--- config.mk ---
export PLATFORM = sky130hd
export DESIGN_NAME = clock_set_ctrl_flat
export DESIGN_NICKNAME = d
export VERILOG_FILES = /design/src/rtl/clock_set_ctrl_pkg.sv /design/src/rtl/clock_set_ctrl_if.sv /design/src/rtl/clock_set_ctrl_bcd_step.sv /design/src/rtl/clock_set_ctrl.sv /design/src/flat_wrapper.sv
export SDC_FILE = /design/constraint.sdc
export NUM_CORES = 1
export LEC_CHECK = 0
export ABC_CLOCK_PERIOD_IN_PS = 9200
export CAP_MARGIN = 20
export CELL_PAD_IN_SITES_DETAIL_PLACEMENT = 0
export CELL_PAD_IN_SITES_GLOBAL_PLACEMENT = 1
export CORE_MARGIN = 5
export CORE_UTILIZATION = 46
export CTS_BUF_LIST = sky130_fd_sc_hd__clkbuf_8 sky130_fd_sc_hd__clkbuf_16
export DETAILED_ROUTE_END_ITERATION = 10
export PLACE_DENSITY_LB_ADDON = 0.1
export RECOVER_POWER = 25
export SLEW_MARGIN = 15
export SYNTH_ARGS = -nofsm -noshare
export SYNTH_HDL_FRONTEND = slang
export SYNTH_SLANG_ARGS = --single-unit
--- constraint.sdc ---
create_clock -name clk -period 9.2 [get_ports clk]
set_clock_uncertainty 0.2 [all_clocks]
set_input_delay 2.3 -clock clk [delete_from_list [all_inputs] [get_ports clk]]
set_output_delay 2.3 -clock clk [all_outputs]
set_load 0.05 [all_outputs]
--- src/rtl/clock_set_ctrl_pkg.sv ---
// rtl/clock_set_ctrl_pkg.sv - shared types and constants for the clock time-set controller
// Purpose: state encoding, BCD field limits and display-select codes used by
//          clock_set_ctrl and its BCD stepper.
// Ports:   none (package).
package clock_pkg;

   typedef enum logic [1:0] {
      ST_RUN     = 2'd0,
      ST_EDIT_HR = 2'd1,
      ST_EDIT_MN = 2'd2,
      ST_COMMIT  = 2'd3
   } state_t;

   localparam logic [7:0] HR_MAX = 8'h23;
   localparam logic [7:0] MN_MAX = 8'h59;

   localparam logic [1:0] SEL_NONE = 2'd0;
   localparam logic [1:0] SEL_HR   = 2'd1;
   localparam logic [1:0] SEL_MN   = 2'd2;

   function automatic logic is_edit(input state_t s);
      return (s == ST_EDIT_HR) || (s == ST_EDIT_MN);
   endfunction

endpackage

--- src/rtl/clock_set_ctrl_if.sv ---
// rtl/clock_set_ctrl_if.sv - key/time inputs and clock-core controls of the time-set controller
// Purpose: bundles the key pulses, current time and the controls sent to the clock core.
// Ports (master drives / slave receives):
//   key_mode, key_up, key_down : 1-cycle key pulses
//   time_in[23:0]              : current time, BCD {hh,mm,ss}
//   run_en, load               : clock core enable / load strobe (slave outputs)
//   data_out[15:0]             : BCD {hh,mm} to load (slave output)
//   sel[1:0], blink            : display highlight and blink phase (slave outputs)
interface clock_set_ctrl_if;
   logic        key_mode;
   logic        key_up;
   logic        key_down;
   logic [23:0] time_in;
   logic        run_en;
   logic        load;
   logic [15:0] data_out;
   logic [1:0]  sel;
   logic        blink;

   modport master (
      output key_mode, key_up, key_down, time_in,
      input  run_en, load, data_out, sel, blink
   );

   modport slave (
      input  key_mode, key_up, key_down, time_in,
      output run_en, load, data_out, sel, blink
   );
endinterface

--- src/rtl/clock_set_ctrl_bcd_step.sv ---
// rtl/clock_set_ctrl_bcd_step.sv - combinational wrapping BCD increment/decrement of one 8-bit field
// Purpose: steps a two-digit BCD value by +/-1 inside 00..max with wrap-around.
// Ports:
//   in[7:0]  : current BCD value
//   max[7:0] : largest legal value (BCD), e.g. 8'h23 or 8'h59
//   up, dn   : step direction; both or neither leave the value unchanged
//   out[7:0] : stepped BCD value
module bcd_step (
   input  logic [7:0] in,
   input  logic [7:0] max,
   input  logic       up,
   input  logic       dn,
   output logic [7:0] out
);

   // For valid BCD the binary ordering matches the decimal ordering, so plain
   // compares against max are enough; an out-of-range value snaps into range.
   always_comb begin
      out = in;
      if (up && !dn) begin
         if (in >= max)
            out = 8'h00;
         else if (in[3:0] >= 4'd9)
            out = {in[7:4] + 4'd1, 4'd0};
         else
            out = in + 8'd1;
      end else if (dn && !up) begin
         if ((in == 8'h00) || (in > max))
            out = max;
         else if (in[3:0] == 4'd0)
            out = {in[7:4] - 4'd1, 4'd9};
         else
            out = in - 8'd1;
      end
   end

endmodule

--- src/rtl/clock_set_ctrl.sv ---
// rtl/clock_set_ctrl.sv - hh:mm time-set controller between key front-end and clock core
// Purpose: edit-mode FSM that freezes the clock, lets hours then minutes be
//          stepped, and issues a single load pulse with the new BCD {hh,mm}.
//          Idle editing times out back to RUN without loading.
// Parameters:
//   TIMEOUT_CYC : idle edit cycles before abort (>=2)
//   BLINK_HALF  : cycles per blink half-period (>=1)
// Ports:
//   clk  : system clock
//   rst  : synchronous, active-high reset
//   bus  : clock_set_ctrl_if.slave (keys, time_in in; run_en, load, data_out, sel, blink out)
module clock_set_ctrl
   import clock_pkg::*;
#(
   parameter int TIMEOUT_CYC = 30_000_000,
   parameter int BLINK_HALF  = 12_500_000
) (
   input logic              clk,
   input logic              rst,
   clock_set_ctrl_if.slave  bus
);

   localparam int TW = $clog2(TIMEOUT_CYC);
   localparam int BW = (BLINK_HALF > 1) ? $clog2(BLINK_HALF) : 1;
   localparam logic [TW-1:0] T_LAST = TW'(TIMEOUT_CYC - 1);
   localparam logic [BW-1:0] B_LAST = BW'(BLINK_HALF - 1);

   state_t        state, state_nxt;
   logic [TW-1:0] tcnt, tcnt_nxt;
   logic [BW-1:0] bcnt, bcnt_nxt;
   logic          bph, bph_nxt;
   logic [7:0]    shadow_hr, shadow_hr_nxt;
   logic [7:0]    shadow_mn, shadow_mn_nxt;
   logic [15:0]   data_q, data_nxt;
   logic          run_en_q, load_q, blink_q;
   logic [1:0]    sel_q, sel_nxt;

   logic [7:0]    step_in, step_max, step_out;
   logic          adj;

   // Seconds are never loaded.
   logic          unused_sec;
   assign unused_sec = ^bus.time_in[7:0];

   assign adj = bus.key_up | bus.key_down;

   // One stepper serves whichever field is being edited.
   assign step_in  = (state == ST_EDIT_MN) ? shadow_mn : shadow_hr;
   assign step_max = (state == ST_EDIT_MN) ? MN_MAX    : HR_MAX;

   bcd_step u_step (
      .in  (step_in),
      .max (step_max),
      .up  (bus.key_up),
      .dn  (bus.key_down),
      .out (step_out)
   );

   always_comb begin
      state_nxt     = state;
      tcnt_nxt      = tcnt;
      bcnt_nxt      = bcnt;
      bph_nxt       = bph;
      shadow_hr_nxt = shadow_hr;
      shadow_mn_nxt = shadow_mn;
      data_nxt      = data_q;

      case (state)
         ST_RUN: begin
            if (bus.key_mode) begin
               state_nxt     = ST_EDIT_HR;
               shadow_hr_nxt = bus.time_in[23:16];
               shadow_mn_nxt = bus.time_in[15:8];
               tcnt_nxt      = '0;
               bcnt_nxt      = '0;
               bph_nxt       = 1'b1;
            end
         end

         ST_EDIT_HR, ST_EDIT_MN: begin
            if (bus.key_mode) begin
               // Mode wins over a simultaneous up/down.
               tcnt_nxt = '0;
               bcnt_nxt = '0;
               bph_nxt  = 1'b1;
               if (state == ST_EDIT_HR) begin
                  state_nxt = ST_EDIT_MN;
               end else begin
                  state_nxt = ST_COMMIT;
                  data_nxt  = {shadow_hr, shadow_mn};
               end
            end else if (adj) begin
               // up+down together yields step_out == step_in, but still
               // counts as activity for timeout and blink.
               if (state == ST_EDIT_HR)
                  shadow_hr_nxt = step_out;
               else
                  shadow_mn_nxt = step_out;
               tcnt_nxt = '0;
               bcnt_nxt = '0;
               bph_nxt  = 1'b1;
            end else if (tcnt == T_LAST) begin
               state_nxt = ST_RUN;
               tcnt_nxt  = '0;
               bcnt_nxt  = '0;
               bph_nxt   = 1'b0;
            end else begin
               tcnt_nxt = tcnt + TW'(1);
               if (bcnt == B_LAST) begin
                  bcnt_nxt = '0;
                  bph_nxt  = ~bph;
               end else begin
                  bcnt_nxt = bcnt + BW'(1);
               end
            end
         end

         ST_COMMIT: begin
            state_nxt = ST_RUN;
            tcnt_nxt  = '0;
            bcnt_nxt  = '0;
            bph_nxt   = 1'b0;
         end

         default: state_nxt = ST_RUN;
      endcase

      case (state_nxt)
         ST_EDIT_HR: sel_nxt = SEL_HR;
         ST_EDIT_MN: sel_nxt = SEL_MN;
         default:    sel_nxt = SEL_NONE;
      endcase
   end

   // Outputs are registered from the next state so they line up with the
   // state register cycle-for-cycle.
   always_ff @(posedge clk) begin
      if (rst) begin
         state     <= ST_RUN;
         tcnt      <= '0;
         bcnt      <= '0;
         bph       <= 1'b0;
         shadow_hr <= 8'h00;
         shadow_mn <= 8'h00;
         data_q    <= 16'h0000;
         run_en_q  <= 1'b1;
         load_q    <= 1'b0;
         sel_q     <= SEL_NONE;
         blink_q   <= 1'b0;
      end else begin
         state     <= state_nxt;
         tcnt      <= tcnt_nxt;
         bcnt      <= bcnt_nxt;
         bph       <= bph_nxt;
         shadow_hr <= shadow_hr_nxt;
         shadow_mn <= shadow_mn_nxt;
         data_q    <= data_nxt;
         run_en_q  <= (state_nxt == ST_RUN);
         load_q    <= (state_nxt == ST_COMMIT);
         sel_q     <= sel_nxt;
         blink_q   <= is_edit(state_nxt) & bph_nxt;
      end
   end

   assign bus.run_en   = run_en_q;
   assign bus.load     = load_q;
   assign bus.data_out = data_q;
   assign bus.sel      = sel_q;
   assign bus.blink    = blink_q;

endmodule

--- src/flat_wrapper.sv ---
// flat-port wrapper written by rule: the top's interface ports become plain ports
module clock_set_ctrl_flat import clock_pkg::*;
#(
   parameter int TIMEOUT_CYC = 30_000_000,
   parameter int BLINK_HALF  = 12_500_000
)
  (clk, rst, bus_key_mode, bus_key_up, bus_key_down, bus_time_in, bus_run_en, bus_load, bus_data_out, bus_sel, bus_blink);
  clock_set_ctrl_if bus_i ();
  input logic clk;
  input logic rst;
  input wire logic [$bits(bus_i.key_mode)-1:0] bus_key_mode;
  input wire logic [$bits(bus_i.key_up)-1:0] bus_key_up;
  input wire logic [$bits(bus_i.key_down)-1:0] bus_key_down;
  input wire logic [$bits(bus_i.time_in)-1:0] bus_time_in;
  output wire logic [$bits(bus_i.run_en)-1:0] bus_run_en;
  output wire logic [$bits(bus_i.load)-1:0] bus_load;
  output wire logic [$bits(bus_i.data_out)-1:0] bus_data_out;
  output wire logic [$bits(bus_i.sel)-1:0] bus_sel;
  output wire logic [$bits(bus_i.blink)-1:0] bus_blink;
  assign bus_i.key_mode = bus_key_mode;
  assign bus_i.key_up = bus_key_up;
  assign bus_i.key_down = bus_key_down;
  assign bus_i.time_in = bus_time_in;
  assign bus_run_en = bus_i.run_en;
  assign bus_load = bus_i.load;
  assign bus_data_out = bus_i.data_out;
  assign bus_sel = bus_i.sel;
  assign bus_blink = bus_i.blink;
  clock_set_ctrl #(.TIMEOUT_CYC(TIMEOUT_CYC), .BLINK_HALF(BLINK_HALF)) u_core (.clk(clk), .rst(rst), .bus(bus_i));
endmodule
==> flow_metrics.env <==
export IMPL_crit_buf_inv=1
export IMPL_ir_drop_mv=0.0934
export IMPL_ys_ff_latch=89
export IMPL_fin_nets=723
export IMPL_period_needed_ns=5.51
export IMPL_setup_violations=0
export IMPL_ys_flop_type="dfxtp_1"
export IMPL_avgSynthCellArea_um2=7.83
export IMPL_status="completed"
export IMPL_worst_slack_ns=3.69
export IMPL_start_kind="input port"
export IMPL_port_buffers=41
export IMPL_num_rows=38
export IMPL_via_per_inst=5.87
export IMPL_cts_sinks=89
export IMPL_clk_path_buf_depth=2
export IMPL_cts_htree_levels=3
export IMPL_start_util=0.470
export IMPL_post_cts_resized=0
export IMPL_period_share=0.598
export IMPL_synthCells=653
export IMPL_numCtsBuffers=9
export IMPL_postRouteAntennaNets=0
export IMPL_fp_coreArea_mm2=0.0109
export IMPL_fin_tns_setup_ns=0
export IMPL_hold_class="reg -> reg"
export IMPL_cp_required_ns=9.28
export IMPL_hold_viol=0
export IMPL_synth_area_mm2=0.00512
export IMPL_syn_to_final_growth_pct=13.7
export IMPL_p_leak_nw=2.02
export IMPL_place_gp_congestion=0.857
export IMPL_final_area_mm2=0.00582
export IMPL_critPathKind="in -> reg"
export IMPL_cts_root_buf="clkbuf_8"
export IMPL_grt_pass1_vias=4501
export IMPL_yosysUniqueCellTypes=71
export IMPL_fillCellCount=1065
export IMPL_routed_wl_um=13400
export IMPL_ctsHoldBuffers=0
export IMPL_path_cells="dlygate4sd3_1 -> nor2_1 -> nand3_1 -> or3_1 -> nor2_1 -> o21ai_0 -> a311oi_1"
export IMPL_synth_net_count=699
export IMPL_rsz0062_at_grt="false"
export IMPL_grt_pass1_wl_um=21800
export IMPL_drtIter0Drc=281
export IMPL_grt_total_usage=0.202
export IMPL_holdWs_ns=0.257
export IMPL_critPathCaptureType="flop"
export IMPL_ys_warn_count=0
export IMPL_dieHeight_um=115
export IMPL_grt_overflow=0
export IMPL_post_cts_buffers=0
export IMPL_relSlewSlack=0.287
export IMPL_vias=4822
export IMPL_antenna_found_initial=0
export IMPL_wl_per_cell_um=16.3
export IMPL_cap_violations=0
export IMPL_clk_latency_ns=0.37
export IMPL_synth_edf_count=0
export IMPL_route_detailed_drc=0
export IMPL_crit_top_cell="nor2_1"
export IMPL_critical_path_top_delay_family="simple AND/OR/NAND/NOR gates"
export IMPL_yosysSeqAreaShare=0.348
export IMPL_critPathMaxStageDelay_ns=0.72
export IMPL_die_area_mm2=0.0133
export IMPL_worstPathMaxFanout=14
export IMPL_fmax_mhz=182
export IMPL_clk_pin_slew_ns=0.10
export IMPL_firstDrtPassIters=5
export IMPL_critPathArrivalTime_ns=5.58
export IMPL_slew_violations=0
export IMPL_grt_max_degree=62
export IMPL_power_w=0.000933
export IMPL_drive_above_1_share=0.0630
export IMPL_diodes=0
export IMPL_power_density_mw_per_mm2=160
export IMPL_dp_hpwl_um=9730
export IMPL_die_w_um=115
export IMPL_cts_tree="built"
export IMPL_placed_area_mm2=0.00558
export IMPL_postSynth_asyncResetShare=0
export IMPL_tightest_slew_ns=1.07
export IMPL_pre_cts_ws_ns=3.37
export IMPL_num_io_pins=50
export IMPL_cp_slowest_cell="dlygate4sd3_1"
[state kept, by name, indices dropped and copies added, names as in the netlist]
signal and flops:
u_core.tcnt 25, u_core.bcnt 24, u_core.bus.data_out 16, u_core.shadow_hr 8
u_core.shadow_mn 8, u_core.bus.sel 2, u_core.state 2, u_core.bph 1
u_core.bus.blink 1, u_core.bus.load 1, u_core.bus.run_en 1
[per-layer routing]
layer | GRT usage | routed length, um | up-vias
li1 | - | - | 2430
met1 | 0.243 | 5810 | 2269
met2 | 0.366 | 6800 | 103
met3 | 0.0350 | 585 | 20
met4 | 0.0642 | 236 | 0
met5 | 0 | 0 | -
[placed cells by master, fill, tap and decap left out, types with 8 or more instances in the layout]
cell type	count
a211oi_1	10
a21oi_1	65
a311oi_1	8
and2_1	8
and3_1	9
clkbuf_8	9
clkdlybuf4s50_1	17
dfxtp_1	89
dlygate4sd3_1	23
ha_1	17
inv_1	15
nand2_1	83
nand3_1	26
nand4_1	17
nor2_1	71
nor2b_1	9
nor3_1	20
nor3b_1	8
o21ai_0	38
xnor2_1	8
xor2_1	12
[area by class of cell]
| class | instances | area [um^2] | area share |
|---|---|---|---|
| repair buffers | 43 | 420 | 0.0723 |
| clock buffers | 9 | 124 | 0.0213 |
| flip-flops and latches | 89 | 1780 | 0.306 |
| well taps | 140 | 175 | 0.0301 |
| clock inverters | 7 | 110 | 0.0189 |
| multi-input cells | 518 | 3140 | 0.541 |
| inverters | 16 | 61.3 | 0.0105 |
[kinds of logic after synthesis]
family,after synthesis,share of synthesized area
simple gates,292,0.286
compound gates,180,0.229
mux,8,0.0198
buf+inv,46,0.0372
xor+xnor,21,0.0374
flops,89,0.348
fa+ha+maj,17,0.0416
[power breakdown]
group / switching (W) / total (W) / leakage [nW] / internal [W]
Clock: 0.000155 / 0.000313 / 0.114 / 0.000158
Sequential: 0.0000195 / 0.000418 / 0.721 / 0.000398
Combinational: 0.000129 / 0.000202 / 1.18 / 0.0000732
Total: 0.000303 / 0.000933 / 2.02 / 0.000630
[worst min-delay path, stage by stage, from the launching register on]
cell and delay [ns]:
dfxtp_1 0.32, nand2_1 0.05, a21oi_1 0.05
[path summary, 6_finish.rpt]
check             slack (ns)                                   end  cells after the start                                 start
setup / recovery        3.69          u_core.bcnt[13]$_SDFFE_PP0P_                      7                          bus_key_down
hold reg to reg         0.26  u_core.bus.data_out[14]$_SDFFE_PP0P_                      2  u_core.bus.data_out[14]$_SDFFE_PP0P_
hold / removal          0.26  u_core.bus.data_out[14]$_SDFFE_PP0P_                      2  u_core.bus.data_out[14]$_SDFFE_PP0P_
setup reg to reg        5.20          u_core.bcnt[13]$_SDFFE_PP0P_                      7            u_core.state[1]$_SDFF_PP0_
[synthesized netlist by cell type (4+ instances only)]
master / n / share of area
xnor2_1: 8 / 0.014
a211oi_1: 10 / 0.015
nand3_1: 26 / 0.025
and4_1: 4 / 0.0068
o41ai_1: 7 / 0.012
a21o_1: 5 / 0.0073
dfxtp_1: 89 / 0.35
xor2_1: 12 / 0.021
a31oi_1: 7 / 0.0086
or4_1: 4 / 0.0059
a311oi_1: 8 / 0.014
or3_1: 7 / 0.0086
nor3_1: 20 / 0.020
clkbuf_1: 25 / 0.018
nor2b_1: 9 / 0.011
nor3b_1: 8 / 0.012
nand2_1: 83 / 0.061
and2_1: 8 / 0.0098
o21ai_0: 38 / 0.037
nor4_1: 5 / 0.0061
nand4_1: 17 / 0.021
a21oi_1: 65 / 0.064
and3_1: 9 / 0.011
inv_1: 15 / 0.011
ha_1: 17 / 0.042
nor2_1: 71 / 0.052
o21bai_1: 4 / 0.0059
[metrics by stage]
stage,std cells,util
4_1_cts,822,0.534
5_1_grt,822,0.534
3_3_place_gp,806,0.513
3_5_place_dp,806,0.513
2_1_floorplan,653,-
6_report,822,0.534
No activity file was read; power rests on OpenSTA's default activity.
